`src/rtl/button_pkg.sv`:
```
// ---------------------------------------------------------------------------
// button_pkg
// Shared definitions for the push-button conditioning path of the
// whack-a-mole controller.
//   btn_state_e              : per-channel debounce FSM state
//   CLK_HZ                   : system clock frequency
//   DEFAULT_* constants      : default channel count / timing in clock cycles
//   BTN_MOLE0..3, BTN_START  : bit positions of each button in the bus
// ---------------------------------------------------------------------------
package button_pkg;

    typedef enum logic [1:0] {
        UP        = 2'd0,
        WAIT_DOWN = 2'd1,
        DOWN      = 2'd2,
        WAIT_UP   = 2'd3
    } btn_state_e;

    localparam int CLK_HZ                  = 100000000;
    localparam int DEBOUNCE_MS             = 10;
    localparam int DEFAULT_NUM_BTN         = 5;
    localparam int DEFAULT_SYNC_STAGES     = 2;
    localparam int DEFAULT_DEBOUNCE_CYCLES = (CLK_HZ / 1000) * DEBOUNCE_MS;
    localparam int DEFAULT_REPEAT_DELAY    = 50000000;
    localparam int DEFAULT_REPEAT_PERIOD   = 10000000;

    localparam int BTN_MOLE0 = 0;
    localparam int BTN_MOLE1 = 1;
    localparam int BTN_MOLE2 = 2;
    localparam int BTN_MOLE3 = 3;
    localparam int BTN_START = 4;

endpackage

```
`src/rtl/button_debounce_ch.sv`:
```
// ---------------------------------------------------------------------------
// button_debounce_ch
// One button channel: synchroniser, debounce FSM with stable-time counter,
// registered level and single-cycle press/release pulses.
// Optional auto-repeat of press_pulse while held: define
// BTN_CONDITIONER_REPEAT_EN.
// Ports:
//   clk           : system clock
//   reset         : asynchronous reset, active low
//   btn_n         : raw button pin, active low, asynchronous to clk
//   btn_level     : debounced state, 1 = pressed
//   press_pulse   : one-cycle pulse per accepted press (plus repeats)
//   release_pulse : one-cycle pulse per accepted release
// The FSM state is held in the signal 'state' for hierarchical observation.
// ---------------------------------------------------------------------------
module button_debounce_ch
    import button_pkg::*;
#(
    parameter int SYNC_STAGES     = DEFAULT_SYNC_STAGES,
    parameter int DEBOUNCE_CYCLES = DEFAULT_DEBOUNCE_CYCLES,
    parameter int REPEAT_DELAY    = DEFAULT_REPEAT_DELAY,
    parameter int REPEAT_PERIOD   = DEFAULT_REPEAT_PERIOD
) (
    input  logic clk,
    input  logic reset,
    input  logic btn_n,
    output logic btn_level,
    output logic press_pulse,
    output logic release_pulse
);

    localparam int               CNT_W    = $clog2(DEBOUNCE_CYCLES + 1);
    localparam logic [CNT_W-1:0] CNT_LAST = CNT_W'(DEBOUNCE_CYCLES - 1);

    // Synchroniser resets to all ones so the channel starts "released".
    logic [SYNC_STAGES-1:0] sync_q;
    logic                   s;

    btn_state_e       state, state_next;
    logic [CNT_W-1:0] cnt, cnt_next;
    logic             level_next, press_next, release_next;
    logic             repeat_fire;

    assign s = sync_q[SYNC_STAGES-1];

    // State register, counters, synchroniser and registered outputs.
    always_ff @(posedge clk or negedge reset) begin
        if (!reset) begin
            sync_q        <= '1;
            state         <= UP;
            cnt           <= '0;
            btn_level     <= 1'b0;
            press_pulse   <= 1'b0;
            release_pulse <= 1'b0;
        end else begin
            sync_q        <= {sync_q[SYNC_STAGES-2:0], btn_n};
            state         <= state_next;
            cnt           <= cnt_next;
            btn_level     <= level_next;
            press_pulse   <= press_next;
            release_pulse <= release_next;
        end
    end

    // Next-state logic. A bounce back to the old level returns to UP/DOWN,
    // so the stable-time count restarts from zero on the next attempt.
    always_comb begin
        state_next = state;
        cnt_next   = cnt;
        unique case (state)
            UP: begin
                if (!s) begin
                    state_next = WAIT_DOWN;
                    cnt_next   = '0;
                end
            end
            WAIT_DOWN: begin
                if (s) begin
                    state_next = UP;
                end else if (cnt == CNT_LAST) begin
                    state_next = DOWN;
                end else begin
                    cnt_next = cnt + 1'b1;
                end
            end
            DOWN: begin
                if (s) begin
                    state_next = WAIT_UP;
                    cnt_next   = '0;
                end
            end
            WAIT_UP: begin
                if (!s) begin
                    state_next = DOWN;
                end else if (cnt == CNT_LAST) begin
                    state_next = UP;
                end else begin
                    cnt_next = cnt + 1'b1;
                end
            end
            default: state_next = UP;
        endcase
    end

    // Output logic: values loaded into the output registers on this edge.
    always_comb begin
        level_next   = (state_next == DOWN) || (state_next == WAIT_UP);
        press_next   = ((state == WAIT_DOWN) && (state_next == DOWN)) || repeat_fire;
        release_next = (state == WAIT_UP) && (state_next == UP);
    end

`ifdef BTN_CONDITIONER_REPEAT_EN
    localparam int REP_MAX = (REPEAT_DELAY > REPEAT_PERIOD) ? REPEAT_DELAY : REPEAT_PERIOD;
    localparam int REP_W   = $clog2(REP_MAX + 1);
    localparam logic [REP_W-1:0] DELAY_LAST  = REP_W'(REPEAT_DELAY - 1);
    localparam logic [REP_W-1:0] PERIOD_LAST = REP_W'(REPEAT_PERIOD - 1);

    logic [REP_W-1:0] rcnt, rcnt_next;
    logic             rfirst, rfirst_next;   // 1 while waiting for the first repeat

    always_ff @(posedge clk or negedge reset) begin
        if (!reset) begin
            rcnt   <= '0;
            rfirst <= 1'b1;
        end else begin
            rcnt   <= rcnt_next;
            rfirst <= rfirst_next;
        end
    end

    // Any entry into DOWN (fresh press or return from WAIT_UP) restarts the
    // initial delay; counting only advances while DOWN is held.
    always_comb begin
        rcnt_next   = rcnt;
        rfirst_next = rfirst;
        repeat_fire = 1'b0;
        if ((state_next == DOWN) && (state != DOWN)) begin
            rcnt_next   = '0;
            rfirst_next = 1'b1;
        end else if ((state == DOWN) && (state_next == DOWN)) begin
            if (rcnt == (rfirst ? DELAY_LAST : PERIOD_LAST)) begin
                repeat_fire = 1'b1;
                rcnt_next   = '0;
                rfirst_next = 1'b0;
            end else begin
                rcnt_next = rcnt + 1'b1;
            end
        end
    end
`else
    assign repeat_fire = 1'b0;
`endif

endmodule

```
`src/rtl/button_conditioner.sv`:
```
// ---------------------------------------------------------------------------
// button_conditioner
// Conditions the raw active-low buttons (four moles + start) of the
// whack-a-mole controller: one independent debounce channel per button.
// Optional auto-repeat of press_pulse: define BTN_CONDITIONER_REPEAT_EN.
// Ports:
//   clk           : system clock, 100 MHz
//   reset         : asynchronous reset, active low
//   btn_n         : raw button pins, active low (0 = pressed)
//   btn_level     : debounced state per button, 1 = pressed
//   press_pulse   : one-cycle pulse per accepted press
//   release_pulse : one-cycle pulse per accepted release
// ---------------------------------------------------------------------------
module button_conditioner
    import button_pkg::*;
#(
    parameter int NUM_BTN         = DEFAULT_NUM_BTN,
    parameter int SYNC_STAGES     = DEFAULT_SYNC_STAGES,
    parameter int DEBOUNCE_CYCLES = DEFAULT_DEBOUNCE_CYCLES,
    parameter int REPEAT_DELAY    = DEFAULT_REPEAT_DELAY,
    parameter int REPEAT_PERIOD   = DEFAULT_REPEAT_PERIOD
) (
    input  logic               clk,
    input  logic               reset,
    input  logic [NUM_BTN-1:0] btn_n,
    output logic [NUM_BTN-1:0] btn_level,
    output logic [NUM_BTN-1:0] press_pulse,
    output logic [NUM_BTN-1:0] release_pulse
);

    for (genvar i = 0; i < NUM_BTN; i++) begin : g_ch
        button_debounce_ch #(
            .SYNC_STAGES    (SYNC_STAGES),
            .DEBOUNCE_CYCLES(DEBOUNCE_CYCLES),
            .REPEAT_DELAY   (REPEAT_DELAY),
            .REPEAT_PERIOD  (REPEAT_PERIOD)
        ) u_ch (
            .clk          (clk),
            .reset        (reset),
            .btn_n        (btn_n[i]),
            .btn_level    (btn_level[i]),
            .press_pulse  (press_pulse[i]),
            .release_pulse(release_pulse[i])
        );
    end

endmodule

```
`config.mk`:
```
export PLATFORM = sky130hd
export DESIGN_NAME = button_conditioner
export DESIGN_NICKNAME = d
export VERILOG_FILES = /design/src/rtl/button_pkg.sv /design/src/rtl/button_debounce_ch.sv /design/src/rtl/button_conditioner.sv
export SDC_FILE = /design/constraint.sdc
export NUM_CORES = 1
export LEC_CHECK = 0
export ABC_AREA = 0
export BUFFER_PORTS_ARGS = -buffer_cell sky130_fd_sc_hd__buf_2
export CAP_MARGIN = 10
export CORE_MARGIN = 8
export CORE_UTILIZATION = 30
export CTS_CLUSTER_SIZE = 30
export DETAILED_ROUTE_END_ITERATION = 10
export GPL_TIMING_DRIVEN = 1
export HOLD_SLACK_MARGIN = 0.15
export PLACE_DENSITY_LB_ADDON = 0.3
export SYNTH_ARGS = -nofsm -noshare
export SYNTH_HDL_FRONTEND = slang
export SYNTH_SLANG_ARGS = --single-unit
```
`constraint.sdc`:
```
create_clock -name clk -period 2.59 [get_ports clk]
set_input_delay 0.3885 -clock clk [delete_from_list [all_inputs] [get_ports clk]]
set_output_delay 0.3885 -clock clk [all_outputs]
set_load 0.005 [all_outputs]
```
==> reports/metrics.csv, run 1 <==
metric,value,unit
cts_buffers,17,
fp.coreArea,22700,um2
worst_slew_pin_slew,0.729,ns
synth_top_area_cell,dfrtp_1,
cts_buffer_depth,2,
cp_top_family,simple AND/OR/NAND/NOR gates,
routed_wl,14700,um
post-cts-setup-buffers,0,
mostFrequentLayoutCells,"dfrtp_1, nand2_1, nand3_1",
yosysTopAreaCellShare,44.9,%
ys_async_sr_fraction,100,%
avgSynthCellArea,9.43,um2
cts_tree,done,
die-area,28400,um2
vias,5438,
rsz0062_at_grt,false,
min_from,g_ch[2].u_ch.sync_q[0],
place_area,7370,um2
grt_usage,11.0,%
synth_fa_ha_area_share,0.898,%
firstDrtPassIters,5,
syn_area,6970,um2
synth_seq_cells,135,
grt_pass1_wl,26000,um
vdd_drop_max,0.000487,V
min_period_over_period,84.7,%
synth_edf_count,0,
hold_buffers,6,
slew_headroom,51.2,%
synthMuxAreaShare,3.63,%
syn_nets,751,
synth_top_family_by_area,simple AND/OR/NAND/NOR gates,
std_cell_rows,55,
reg2reg_from,g_ch[4].u_ch.cnt[0],
ios,22,
diodes,0,
clk_latency,0.42,ns
fin_nets,777,
cts_root_buffer,clkbuf_16,
cp.arrival,2.49,ns
hold_violations,0,
drt-wirelength-per-cell,13.9,um
ant_nets,0,
cp-startpoint,g_ch[4].u_ch.cnt[0],
tns,0,ns
ys_types,59,
cts.repair.resized,0,
overflow,0,
synthToLayoutAreaGrowth,15.4,%
status,"complete, no violations",
ys.warnings.count,0,
place_hpwl,9580,um
die_x,168,um
start_kind,flip-flop,
finalSetupViolations,0,
powerDensity,627,nW/um2
endpoint_kind,flip-flop,
synth_compound_gate_area_share,11.1,%
ys_seq_area_share,48.6,%
path_cells,ha_1 -> nand3_1 -> or3_1 -> o31ai_4 -> buf_4 -> or4_1 -> nand3_1,
syn_inst,739,
leakage,3.44,nW
layout_commonest_cell,dfrtp_1,
drive_gt1_share,13.1,%
route.detailed.drc,0,
io_buffers,21,
yosys.area_share.simple,26.7,%
design_area,8040,um2
clock_skew,0.00898,ns
die_h,168,um
cp.required,2.89,ns
fmax,456,MHz
worstSetupPathType,reg2reg,
htree_num_levels,4,
whs,0.344,ns
grt_pass1_vias,5305,
slowest_delay,0.45,ns
cp_slowest_cell,or3_1,
grt_max_degree,49,
min_period,2.19,ns
clkTransAtPathRegs,0.06,ns
start_util,30.7,%
antenna_found_initial,0,
hold_path_class,reg2reg,
synthFlopType,dfrtp_1,
drt-initial-drc-count,299,
cp_max_fo,19,
cts_sinks,135,
critPathBufInv,1,
crit_path_frequent_cell,nand3_1,
final_max_slew_viol_count,0,
synth_area_leaders,"dfrtp_1, nand2_1, nand3_1",
max_cap_viol_count,0,
vias_per_cell,5.12,
synth-xor-area-share,4.02,%
gp_congestion,0.809,
-- power by group --
part	leakage (nW)	switching (mW)	internal, mW
clock	0.296	0.924	1.56
sequential	1.83	0.0874	2.19
combinational	1.32	0.169	0.113
-- metrics by stage --
| step | util [%] | cells | setup slack, ns | total power [mW] |
|---|---|---|---|---|
| detailed placement | 32.5 | 1025 | 0.405 | 2.59 |
| global placement | 32.5 | 1025 | 0.483 | 2.59 |
| finish | 35.4 | 1063 | 0.396 | 5.04 |
| CTS | 35.4 | 1063 | 0.399 | 5.12 |
| floorplan | - | 739 | 0.679 | 2.46 |
| global route | 35.4 | 1063 | 0.260 | 5.26 |
-- cell type report --
cell class	count	area, um2
Clock buffer	20	457
Multi-Input combinational cell	534	3230
Timing Repair Buffer	51	364
Clock inverter	12	151
Fill cell	2288	14700
Sequential cell	135	3390
Tap cell	285	357
Inverter	26	97.6
-- final timing paths --
path                                          end  slack (ns)  cells after the start
min in group asynchronous     g_ch[2].u_ch.cnt[6]        0.49                      2
max reg2reg                   g_ch[4].u_ch.cnt[9]        0.40                      7
min                        g_ch[2].u_ch.sync_q[1]        0.34                      0
min reg2reg                g_ch[2].u_ch.sync_q[1]        0.34                      0
max in group asynchronous  g_ch[4].u_ch.sync_q[0]        1.37                      3
max                           g_ch[4].u_ch.cnt[9]        0.40                      7
-- cells in the mapped netlist, types with 3 or more instances --
cell / count
a21o_1: 5
a21oi_1: 21
a22o_1: 6
a31oi_1: 5
and3_1: 15
and4_1: 5
buf_2: 5
buf_4: 16
buf_6: 3
clkbuf_1: 18
dfrtp_1: 125
dfstp_2: 10
ha_1: 5
inv_1: 25
mux2i_1: 23
nand2_1: 87
nand2b_1: 5
nand3_1: 61
nand3b_1: 3
nand4_1: 31
nor2_1: 60
nor3_1: 15
nor3b_1: 5
nor4_1: 13
nor4b_1: 8
nor4bb_1: 4
o211ai_1: 6
o21ai_0: 47
o22ai_1: 6
o31ai_1: 6
o41ai_1: 5
or2_2: 5
or3_1: 7
or4_1: 15
xnor2_1: 9
xor2_1: 23
-- sequential cells by signal, indices dropped and copies added (netlist names) --
register                 count
g_ch.u_ch.cnt              100
g_ch.u_ch.state             10
g_ch.u_ch.release_pulse      5
g_ch.u_ch.press_pulse        5
g_ch.u_ch.sync_q            10
g_ch.u_ch.btn_level          5
-- metal layers --
layer / vias up / share of wire (%) / global-route usage, % / wire (um)
li1: 2729 / - / - / -
met1: 2611 / 49 / 14.4 / 7240
met2: 91 / 46 / 17.4 / 6790
met3: 7 / 4.0 / 3.13 / 585
met4: 0 / 0.73 / 2.76 / 108
met5: - / 0 / 0 / 0
-- kinds of logic after synthesis --
family / Yosys count
xor gates and xnor gates: 32
adders and majority gates: 5
muxes: 25
DFF: 135
and+or+nand+nor: 353
AOI/OAI and AO/OA: 119
buffers and inverters: 70
No activity file was read; power rests on OpenSTA's default activity.
==> run 2, diff against run 1 <==
ABC_AREA = 1   (was 0)
clock period = 1.9 ns   (was 2.59 ns; I/O delays follow)
==> run 2 against run 1 <==
  * Cell area is 15% higher
  * Non-clock buffer count increased by 9
  * Global-route usage up 0.81 points
==> reports/metrics.csv, run 2 <==
metric,value,unit,change
status,"complete, no violations",,
grt.busiest_layer,met2,,
firstDrtPassIters,5,,unchanged
cp.required,2.20,ns,-0.69 ns
grt_pass1_vias,6727,,+27%
fin_nets,1205,,+55%
grt_pass1_wl,32500,um,+25%
ys_seq_area_share,41.9,%,-6.7 points
synth_edf_count,0,,unchanged
multi_input_area,4030,um2,+25%
drt-wirelength-per-cell,12.1,um,-13%
min_period_over_period,92.7,%,+8.0 points
largest_reg_flops,100,,unchanged
synth_top_area_cell,dfrtp_1,,
synth_area_leaders,"dfrtp_1, nand2_1, nor2_1",,
final_max_slew_viol_count,0,,unchanged
fmax,568,MHz,+25%
powerDensity,712,nW/um2,+14%
cp_max_fo,14,,-5
die_h,180,um,+7.0%
drt-initial-drc-count,444,,+48%
hold_path_class,reg2reg,,
start_util,30.3,%,-0.42 points
gp_congestion,0.880,,+8.9%
start_kind,flip-flop,,
ant_nets,0,,unchanged
route.detailed.drc,0,,unchanged
syn_nets,1168,,+56%
grt_max_degree,52,,+6.1%
die-area,32500,um2,+14%
place_inst,1507,,+47%
layout_commonest_cell,nand2_1,,
fp.coreArea,26700,um2,+18%
grt_util_met3,2.80,%,-0.33 points
largest_registers,"g_ch.u_ch.cnt x100, g_ch.u_ch.state x10, g_ch.u_ch.sync_q x10",,
ys.warnings.count,0,,unchanged
cp.arrival,2.06,ns,-0.43 ns
largest_register,g_ch.u_ch.cnt,,
hold_violations,0,,unchanged
endpoint_kind,flip-flop,,
synth_most_common_cell,nand2_1,,
yosysTopAreaCellShare,38.7,%,-6.2 points
std_cell_rows,60,,+9.1%
rsz0062_at_grt,false,,
die_x,180,um,+7.0%
synth.top_cells.by_count,"nand2_1, nor2_1, dfrtp_1",,
syn_area,8090,um2,+16%
vias_per_cell,4.68,,-8.6%
synthFlopType,dfrtp_1,,
cts_tree,done,,
min_period,1.76,ns,-0.433 ns
drive_gt1_share,10.7,%,-2.4 points
diodes,0,,unchanged
place_area,8590,um2,+16%
ys_async_sr_fraction,100,%,unchanged
finalSetupViolations,0,,unchanged
antenna_found_initial,0,,unchanged
routed_wl,18700,um,+27%
grt_usage,11.8,%,+0.81 points
cts_buffers,17,,unchanged
avgSynthCellArea,7.00,um2,-26%
grt_util_met1,15.5,%,+1.1 points
worst_slew_pin_slew,0.500,ns,-0.230 ns
clkTransAtPathRegs,0.06,ns,about the same
vdd_drop_max,0.000570,V,+17%
fill_cells,2816,,+23%
clk_latency,0.43,ns,about the same
leakage,3.96,nW,+15%
use_met2,19.0,%,+1.6 points
cts_sinks,135,,unchanged
max_cap_viol_count,0,,unchanged
htree_num_levels,4,,unchanged
synth_seq_cells,135,,unchanged
ff_latch_area,3390,um2,unchanged
worstSetupPathType,reg2reg,,
ios,22,,unchanged
design_area,9270,um2,+15%
overflow,0,,unchanged
ys_types,30,,-49%
stdcell_count,1547,,+46%
io_buffers,21,,unchanged
final_util,34.7,%,-0.73 points
slew_headroom,66.7,%,+15 points
mostFrequentLayoutCells,"nand2_1, nor2_1, dfrtp_1",,
clock_skew,0.00967,ns,+0.000695 ns
place_hpwl,13500,um,+41%
cts_root_buffer,clkbuf_16,,
vias,7237,,+33%
synthToLayoutAreaGrowth,14.6,%,
syn_inst,1156,,+56%
cts_buffer_depth,2,,unchanged
run 2: worst paths after layout:
check / cells after the start / slack (ns) / to / startpoint
max: 7 / 0.14 / g_ch[1].u_ch.cnt[5] / g_ch[1].u_ch.cnt[0]
min: 0 / 0.36 / g_ch[3].u_ch.sync_q[1] / g_ch[3].u_ch.sync_q[0]
max reg2reg: 7 / 0.14 / g_ch[1].u_ch.cnt[5] / g_ch[1].u_ch.cnt[0]
min reg2reg: 0 / 0.36 / g_ch[3].u_ch.sync_q[1] / g_ch[3].u_ch.sync_q[0]
max in group asynchronous: 3 / 0.86 / g_ch[3].u_ch.sync_q[0] / reset
min in group asynchronous: 2 / 0.39 / g_ch[0].u_ch.cnt[10] / reset
run 2: worst max-delay path, cell delays in order, from the launching register on:
cell,delay [ns]
dfrtp_1,0.44
ha_2,0.26
nand3_2,0.14
nor2_2,0.19
nand3_2,0.15
nand2_2,0.15
buf_4,0.20
o21ai_0,0.10
run 2: cell families (layout without fill, tap and decap cells):
| logic type | after synthesis | count (layout) | synth area share (%) |
|---|---|---|---|
| xor gates and xnor gates | 19 | 19 | 2.06 |
| DFF | 135 | 135 | 41.9 |
| adders and majority gates | 5 | 5 | 0.773 |
| and+or+nand+nor | 746 | 746 | 39.5 |
| AOI/OAI and AO/OA | 106 | 106 | 7.30 |
| buffers and inverters | 145 | 195 | 8.49 |
run 2: stage by stage:
step | hold WS [ns] | worst slack [ns] | power [mW] | TNS [ns]
global route | 0.359 | 0.00840 | 6.88 | 0
floorplan | -0.0106 | 0.320 | 3.23 | 0
global placement | 0.280 | -0.00250 | 3.37 | -0.00273
finish | 0.356 | 0.140 | 6.60 | 0
CTS | 0.358 | 0.00708 | 6.71 | 0
detailed placement | 0.284 | -0.0876 | 3.37 | -0.595
run 2: report_power, final:
| part | internal [mW] | switching (mW) | leakage [nW] | total [mW] |
|---|---|---|---|---|
| sequential | 2.94 | 0.0496 | 1.83 | 2.99 |
| combinational | 0.107 | 0.233 | 1.87 | 0.339 |
| clock | 1.94 | 1.33 | 0.269 | 3.27 |
run 2: area by class of cell:
cell class              count  share of cell area, %
inverters                 103                   4.31
multi-input cells         876                   43.5
clock inverters            14                   1.63
flip-flops and latches    135                   36.6
well taps                 341                   4.60
repair buffers             60                   4.79
clock buffers              18                   4.63
run 2: layer usage:
layer | wire length [um] | vias up
met5 | 0 | -
met4 | 244 | 0
met3 | 661 | 23
met2 | 8540 | 120
met1 | 9250 | 3291
li1 | - | 3803
run 2: timing repair:
action | CTS | global route
buffers inserted | 0 | 2
pin swaps | 0 | 1
hold endpoints to repair | 45 | 0
hold buffers | 6 | 0
resized for setup | 1 | 7
setup endpoints to repair | 17 | 62
==> run 3, diff against run 2 <==
CORE_ASPECT_RATIO = 1.75   (was not set)
CTS_BUF_LIST = sky130_fd_sc_hd__clkbuf_8   (was not set)
==> run 3 against run 2 <==
  * Clock power is 24% lower
  * Cell area is 0.65% lower
  * Utilization hardly changed
  * Sequential power hardly changed
  * Sequential share of layout area is 0.25 points higher
  * Via count is 3.1% higher
  * Final cell count is 0.32% lower
  * Clock-buffer cell count stayed put
  * Wire length is 11% higher
  * Combinational power is 7.4% higher
  * Non-clock buffer count is 12 higher
  * Largest power group is now registers
  * Die area is 0.64% higher
==> reports/metrics.csv, run 3 (same netlist as run 2, synthesis figures left out) <==
metric,value,unit,change
whs,0.356,ns,+0.000541 ns
drt-wirelength-per-cell,13.4,um,+11%
firstDrtPassIters,4,,-1
vias,7461,,+3.1%
worstSetupPathType,reg2reg,,
cp.arrival,2.09,ns,+0.03 ns
routed_wl,20700,um,+11%
die-area,32700,um2,+0.64%
diodes,0,,unchanged
slew_headroom,63.3,%,-3.4 points
overflow,0,,unchanged
ios,22,,unchanged
std_cell_rows,79,,+32%
route.detailed.drc,0,,unchanged
leakage,3.97,nW,+0.23%
synthToLayoutAreaGrowth,13.8,%,
gp_congestion,0.869,,-1.3%
place_inst,1503,,-0.27%
cts_tree,done,,
reg2reg_from,g_ch[1].u_ch.cnt[1],,
min_period_over_period,90.0,%,-2.7 points
stdcell_count,1542,,-0.32%
largest_reg_flops,100,,unchanged
largest_register,g_ch.u_ch.cnt,,
io_buffers,21,,unchanged
drive_gt1_share,11.5,%,+0.80 points
htree_num_levels,4,,unchanged
die_h,233,um,+29%
powerDensity,634,nW/um2,-11%
hold_path_class,in2async,,
grt_pass1_wl,34900,um,+7.5%
setup_ws,0.191,ns,+0.0510 ns
r2r_cells,10,,+3
ff2ff_setup_slack,0.19,ns,+0.05 ns
cts_sinks,135,,unchanged
largest_registers,"g_ch.u_ch.cnt x100, g_ch.u_ch.state x10, g_ch.u_ch.sync_q x10",,
die_x,140,um,-22%
cp.required,2.28,ns,+0.08 ns
start_util,30.4,%,+0.16 points
pre_cts_slack,-0.0538,ns,+0.0338 ns
final_util,34.6,%,-0.048 points
worst_slew_pin_slew,0.550,ns,+0.0506 ns
max_cap_viol_count,0,,unchanged
grt_usage,13.2,%,+1.4 points
timing.rr.end,g_ch[1].u_ch.cnt[18],,
clkTransAtPathRegs,0.08,ns,+0.02 ns
drt-initial-drc-count,348,,-22%
layout_commonest_cell,nand2_1,,
cts_root_buffer,clkbuf_8,,
cp_max_fo,5,,-9
ant_nets,0,,unchanged
rsz0062_at_grt,false,,
vdd_drop_max,0.000416,V,-27%
grt_pass1_vias,7359,,+9.4%
fmax,585,MHz,+3.0%
clock_skew,0.0109,ns,+0.00118 ns
cts_buffers,17,,unchanged
min_period,1.71,ns,-0.0510 ns
status,"complete, no violations",,
hold_violations,0,,unchanged
fp.coreArea,26600,um2,-0.51%
mostFrequentLayoutCells,"nand2_1, nor2_1, dfrtp_1",,
cts_buffer_depth,2,,unchanged
start_kind,flip-flop,,
clk_latency,0.46,ns,+0.03 ns
place_hpwl,15500,um,+15%
endpoint_kind,flip-flop,,
fin_nets,1217,,+1.0%
antenna_found_initial,0,,unchanged
finalSetupViolations,0,,unchanged
grt_max_degree,55,,+5.8%
final_max_slew_viol_count,0,,unchanged
vias_per_cell,4.84,,+3.4%
[run 3: area by class of cell]
cell class	count	area (um2)
timing repair buffer	72	576
multi-input combinational	876	4030
inverter	103	397
sequential	135	3390
clock buffer	18	248
clock inverter	14	161
fill	2791	17400
tap	324	405
[run 3: through the flow]
| stage | cell area [um2] | total power [mW] | TNS, ns |
|---|---|---|---|
| 5_1_grt | 9210 | 6.11 | 0 |
| 6_report | 9210 | 5.84 | 0 |
| 2_1_floorplan | 8090 | 3.23 | 0 |
| 3_3_place_gp | 8700 | 3.39 | 0 |
| 3_5_place_dp | 8700 | 3.39 | -0.106 |
| 4_1_cts | 9180 | 5.93 | 0 |
[run 3: how the worst max path moves through the flow]
stage,start,to,slack [ns]
after global placement,g_ch[2].u_ch.cnt[0],g_ch[2].u_ch.cnt[12],0.001
after detailed placement,g_ch[2].u_ch.cnt[0],g_ch[2].u_ch.cnt[15],-0.05
final,g_ch[1].u_ch.cnt[1],g_ch[1].u_ch.cnt[18],0.19
after floorplan,g_ch[2].u_ch.cnt[0],g_ch[2].u_ch.cnt[15],0.32
after CTS,g_ch[0].u_ch.cnt[0],g_ch[0].u_ch.cnt[16],0.06
after global routing,g_ch[3].u_ch.cnt[0],g_ch[3].u_ch.cnt[5],0.02
[run 3: report_power, final]
part | leakage (nW) | total, mW | switching (mW) | internal [mW]
registers | 1.83 | 2.98 | 0.0510 | 2.93
logic | 1.95 | 0.364 | 0.241 | 0.123
clock network | 0.201 | 2.49 | 1.17 | 1.32
[run 3: routing by layer]
metal / up-vias / routed length [um] / GRT usage [%]
li1: 3821 / - / -
met2: 125 / 11300 / 25.6
met5: - / 0 / 0
met3: 49 / 515 / 2.51
met4: 0 / 731 / 6.78
met1: 3466 / 8110 / 13.0
[run 3: what timing repair did]
item,4_1_cts,5_1_grt
setup buffers,0,1
endpoints found under the setup margin,6,55
resized for setup,1,8
hold endpoints to repair,47,0
hold buffers,6,0
[run 3: worst max-delay path: stages, from the launching register on]
cell,delay (ns)
dfrtp_1,0.39
ha_2,0.23
nand3_1,0.16
buf_4,0.21
inv_1,0.12
nand3_1,0.09
nor2_1,0.16
nand3_1,0.09
nand2_1,0.07
nand2_1,0.05
nor2_1,0.09
